<file path="config.mk">
export PLATFORM = sky130hd
export DESIGN_NAME = fft_reorder_buf
export DESIGN_NICKNAME = d
export VERILOG_FILES = /design/src/rtl/fft_reorder_buf.sv
export SDC_FILE = /design/constraint.sdc
export NUM_CORES = 1
export LEC_CHECK = 0
export BUFFER_PORTS_ARGS = -buffer_cell sky130_fd_sc_hd__buf_2
export CAP_MARGIN = 20
export CORE_ASPECT_RATIO = 1.4
export CORE_MARGIN = 2
export CORE_UTILIZATION = 55
export DETAILED_ROUTE_END_ITERATION = 12
export PLACE_DENSITY = 0.72
export SYNTH_ARGS = -nofsm -noshare
export SYNTH_HDL_FRONTEND = slang
export SYNTH_SLANG_ARGS = --single-unit
</file>
<file path="constraint.sdc">
create_clock -name clk -period 4.1 [get_ports clk]
set_clock_uncertainty 0.2 [all_clocks]
set_input_delay 0.82 -clock clk [delete_from_list [all_inputs] [get_ports clk]]
set_output_delay 0.82 -clock clk [all_outputs]
set_load 0.02 [all_outputs]
</file>
<file path="src/rtl/fft_reorder_buf.sv">
// fft_reorder_buf: ping-pong buffer that takes bit-reversed FFT frames and
// streams them back out in natural order.
module fft_reorder_buf #(
  parameter int N = 3,
  parameter int W = 16
) (
  input  logic         clk,
  input  logic         rst,
  input  logic         start_ip,
  input  logic [W-1:0] ip_re,
  input  logic [W-1:0] ip_im,
  output logic         start_op,
  output logic         op_valid,
  output logic [W-1:0] op_re,
  output logic [W-1:0] op_im,
  output logic [N-1:0] op_idx,
  output logic         frame_err
);
  localparam int L = 1 << N;
  localparam logic [N-1:0] LAST = N'(L - 1);
  typedef enum logic {W_IDLE, W_FILL} wstate_t;
  typedef enum logic {R_IDLE, R_DRAIN} rstate_t;
  function automatic logic [N-1:0] bitrev(input logic [N-1:0] k);
    for (int i = 0; i < N; i++) bitrev[i] = k[N-1-i];
  endfunction
  logic [2*W-1:0] mem [2][L];
  wstate_t ws_q, ws_d;
  logic [N-1:0] wcnt_q, wcnt_d;
  logic wbank_q, wbank_d;
  logic rd_req_q, rd_req_d, rd_bank_q, rd_bank_d;
  logic ferr_q, ferr_d;
  logic we;
  logic [N-1:0] waddr;
  rstate_t rs_q, rs_d;
  logic [N-1:0] rcnt_q, rcnt_d;
  logic rbank_q, rbank_d;
  logic valid_q, valid_d, sop_q, sop_d;
  logic [W-1:0] re_q, re_d, im_q, im_d;
  logic [N-1:0] idx_q, idx_d;
  logic rb;
  logic [N-1:0] ra;
  logic [2*W-1:0] rdata;
  always_comb begin
    ws_d = ws_q;
    wcnt_d = wcnt_q;
    wbank_d = wbank_q;
    rd_req_d = 1'b0;
    rd_bank_d = rd_bank_q;
    ferr_d = 1'b0;
    we = 1'b0;
    waddr = bitrev(wcnt_q);
    if (start_ip) begin
      we = 1'b1;
      waddr = '0;
      wcnt_d = N'(1);
      ws_d = W_FILL;
      ferr_d = ws_q == W_FILL;
    end else if (ws_q == W_FILL) begin
      we = 1'b1;
      wcnt_d = wcnt_q + N'(1);
      if (wcnt_q == LAST) begin
        ws_d = W_IDLE;
        wbank_d = ~wbank_q;
        rd_req_d = 1'b1;
        rd_bank_d = wbank_q;
      end
    end
  end
  // A fresh completion takes priority so back-to-back frames drain without a gap.
  assign rb = rd_req_q ? rd_bank_q : rbank_q;
  assign ra = rd_req_q ? '0 : rcnt_q;
  assign rdata = mem[rb][ra];
  always_comb begin
    rs_d = rs_q;
    rcnt_d = rcnt_q;
    rbank_d = rbank_q;
    valid_d = 1'b0;
    sop_d = 1'b0;
    re_d = re_q;
    im_d = im_q;
    idx_d = idx_q;
    if (rd_req_q || rs_q == R_DRAIN) begin
      valid_d = 1'b1;
      sop_d = ra == '0;
      idx_d = ra;
      {re_d, im_d} = rdata;
      rbank_d = rb;
      rcnt_d = ra + N'(1);
      rs_d = ra == LAST ? R_IDLE : R_DRAIN;
    end
  end
  always_ff @(posedge clk) if (we && !rst) mem[wbank_q][waddr] <= {ip_re, ip_im};
  always_ff @(posedge clk) begin
    if (rst) begin
      ws_q <= W_IDLE;
      wcnt_q <= '0;
      wbank_q <= 1'b0;
      rd_req_q <= 1'b0;
      rd_bank_q <= 1'b0;
      ferr_q <= 1'b0;
      rs_q <= R_IDLE;
      rcnt_q <= '0;
      rbank_q <= 1'b0;
      valid_q <= 1'b0;
      sop_q <= 1'b0;
      re_q <= '0;
      im_q <= '0;
      idx_q <= '0;
    end else begin
      ws_q <= ws_d;
      wcnt_q <= wcnt_d;
      wbank_q <= wbank_d;
      rd_req_q <= rd_req_d;
      rd_bank_q <= rd_bank_d;
      ferr_q <= ferr_d;
      rs_q <= rs_d;
      rcnt_q <= rcnt_d;
      rbank_q <= rbank_d;
      valid_q <= valid_d;
      sop_q <= sop_d;
      re_q <= re_d;
      im_q <= im_d;
      idx_q <= idx_d;
    end
  end
  assign start_op = sop_q;
  assign op_valid = valid_q;
  assign op_re = re_q;
  assign op_im = im_q;
  assign op_idx = idx_q;
  assign frame_err = ferr_q;
endmodule

</file>
==> run metrics <==
hpwl dp=30.0 mm; Die ar.=42300 um^2; Worst EP required=4.35 ns; Max Slew Vio Count=0; post-CTS setup buffer count=0; RSZ-0062 raised after global routing=false; Port Buffers=72; detailed-route DRC error count=0; pwr dens=441 nW/um^2; Seq cells post-synth=about 560; post-cts sizing count=0; fmax=0.365 GHz; min cycle time layout=2.74 ns; share of the synthesized area in the top cell type=0.688; routability cong.=0.778; Leakage=7.74 nW; CTS Hold Bufs=0; number of synthesized flops with an enable pin=512; IO Pins=73; Async SR Flop Fraction=0; Post-Syn Nets=1385; CTS root buf=clkbuf_16; Synth Cell Area=22400 um^2; sequential area share after synthesis=0.733; r2r setup slk=around 1.4 ns; clk_lat worst skew=0.58 ns; remaining antenna violation count=0; vias in the first global route=around 13000; Syn Inst Count=1345; # nets final=1469; Core Rows=87; Hold Crit Class=reg -> reg; Post-DP Area=approximately 24000 um^2; CTS Buf Count=slightly below 50; DR vias/cell=6.09; global route total overflow=0; Slew headroom=0.452; Core Region=40200 um^2; wire length per cell=25.4 um; clock sink count=562; first-pass GRT wire length=between 70 and 80 mm; initial antenna violation count=2; Initial Util=0.556; Setup crit start kind=flop; Post-Syn Area per Cell=~17 um^2; total track usage=0.242; setup TNS=0 ns; kind of end point of the critical path=flop; clock slew at reported path FFs=0.07 ns; synth top area cells=edfxtp_1 (69%), mux2i_1 (10%), dfxtp_1 (4.5%); Netlist cell types=38; Max IR drop VDD=0.381 mV; count of max-cap constraint violations=0; drt total wl=50.9 mm; WP data arrival=2.99 ns; die width=174 um; DRT iter0 DRCs=1228; fraction of layout cells with a size suffix above 1=0.192; Die Y=243 um; layout overhead on the synthesized area=13.0%; outcome=finished clean; CTS tree=done; Initial DRT Pass Iterations=5; Worst-Margin Slew=between 0.8 and 0.9 ns; Synth warnings=0; Design Area, Final=approximately 25000 um^2; H-tree depth=2; endpoints failing setup=0; via count=12200; final period utilization=0.669; Final Hold Viols=0; cell taking the most area after synthesis=edfxtp_1; worst-path fanout max=31; pin count of the biggest net entering global routing=70; final hold slack=around 0.28 ns; Setup CP Type=reg -> reg; clock buffer depth=3; Top FF cell, synth=edfxtp_1
[synth_stat cells (2+ instances only)]
| library cell | n |
|---|---|
| buf_6 | 3 |
| dfxtp_1 | 50 |
| nor2b_1 | 3 |
| mux2_4 | 14 |
| a22oi_1 | 94 |
| ha_1 | 5 |
| mux2_2 | 49 |
| buf_2 | 41 |
| nor3_1 | 4 |
| buf_4 | 11 |
| nand2_1 | 71 |
| a21oi_1 | 40 |
| o21ai_0 | 34 |
| nor2_1 | 29 |
| nor3_2 | 2 |
| buf_1 | 2 |
| o211ai_1 | 95 |
| nand3_1 | 2 |
| clkbuf_1 | 32 |
| edfxtp_1 | 512 |
| inv_1 | 3 |
| xnor2_1 | 2 |
| nand2b_1 | 5 |
| mux2i_1 | 228 |
[kinds of logic (layout without fill, tap and decap cells)]
| group | Yosys count | count (layout) | synth area share |
|---|---|---|---|
| mux | 292 | 292 | 0.137 |
| buf+inv | 93 | 218 | 0.0208 |
| xor+xnor | 3 | 3 | 0.00118 |
| simple gates | 125 | 125 | 0.0247 |
| compound gates | 265 | 265 | 0.0807 |
| fa+ha+maj | 5 | 5 | 0.00280 |
| other cells | 0 | 1 | 0 |
| flops | 562 | 562 | 0.733 |
[critical path, stage by stage (launching register included)]
cell and delay, ns:
dfxtp_2 0.52, nand2b_4 0.27, inv_2 0.59, buf_4 0.37, mux2_2 0.36, a21oi_1 0.16
o211ai_1 0.12
[metrics by stage]
step / worst slack (ns) / util / total power [W] / std cells
after global placement: 0.892 / 0.588 / 0.00659 / 1911
final: 1.36 / 0.629 / 0.0111 / 2005
after global routing: 1.24 / 0.629 / 0.0114 / 2005
after detailed placement: 0.858 / 0.588 / 0.00660 / 1912
after CTS: 1.31 / 0.629 / 0.0112 / 2004
after floorplan: 0.819 / - / 0.00648 / 1345
[per-layer routing]
layer	wire, um	part of all wire	track usage	up-vias
met4	1630	0.032	0.0858	2
met1	20100	0.40	0.310	6240
met2	26400	0.52	0.423	379
li1	-	-	-	5492
met3	2720	0.053	0.0353	101
met5	13	0.00026	0	-
[where the power goes]
group | switching (W) | leakage [nW] | internal (W)
clock network | 0.00197 | 0.782 | 0.00269
registers | 0.0000150 | 5.02 | 0.00628
logic | 0.000145 | 1.93 | 0.0000446
[cells in the final DEF, fill, tap and decap left out, drive strengths merged, types with 2 or more instances in the layout]
master	n
bufinv	6
o21ai	34
buf	122
clkinv	13
dfxtp	50
nand3	2
xnor2	2
nor3b	2
nor2	30
o211ai	95
nor3	6
ha	5
inv	5
nor2b	3
mux2i	228
mux2	63
clkbuf	71
nand2b	6
a22oi	94
edfxtp	512
a21oi	40
nand2	71
[final timing paths]
check                           startpoint        end  cells past startpoint
worst max-delay path              rd_req_q   op_re[2]                      6
worst min-delay path             op_idx[2]  op_idx[2]                      2
worst max register to register    rd_req_q   op_re[2]                      6
worst min register to register   op_idx[2]  op_idx[2]                      2
[layout make-up]
cell class	count	area, um^2
diodes	1	2.50
clock buffers	71	1360
clock inverters	21	253
fillers	2838	14900
inverters	4	15.0
multi-input cells	690	5680
flip-flops and latches	562	16400
well taps	534	668
repair buffers	122	886
[flip-flops by register name, summed over array words and instances (netlist names), 3 cells and up]
signal / flops
mem: 512
op_re: 16
wcnt_q: 3
rcnt_q: 3
op_im: 16
op_idx: 3
Note: power is estimated with default switching activity, not from simulation.
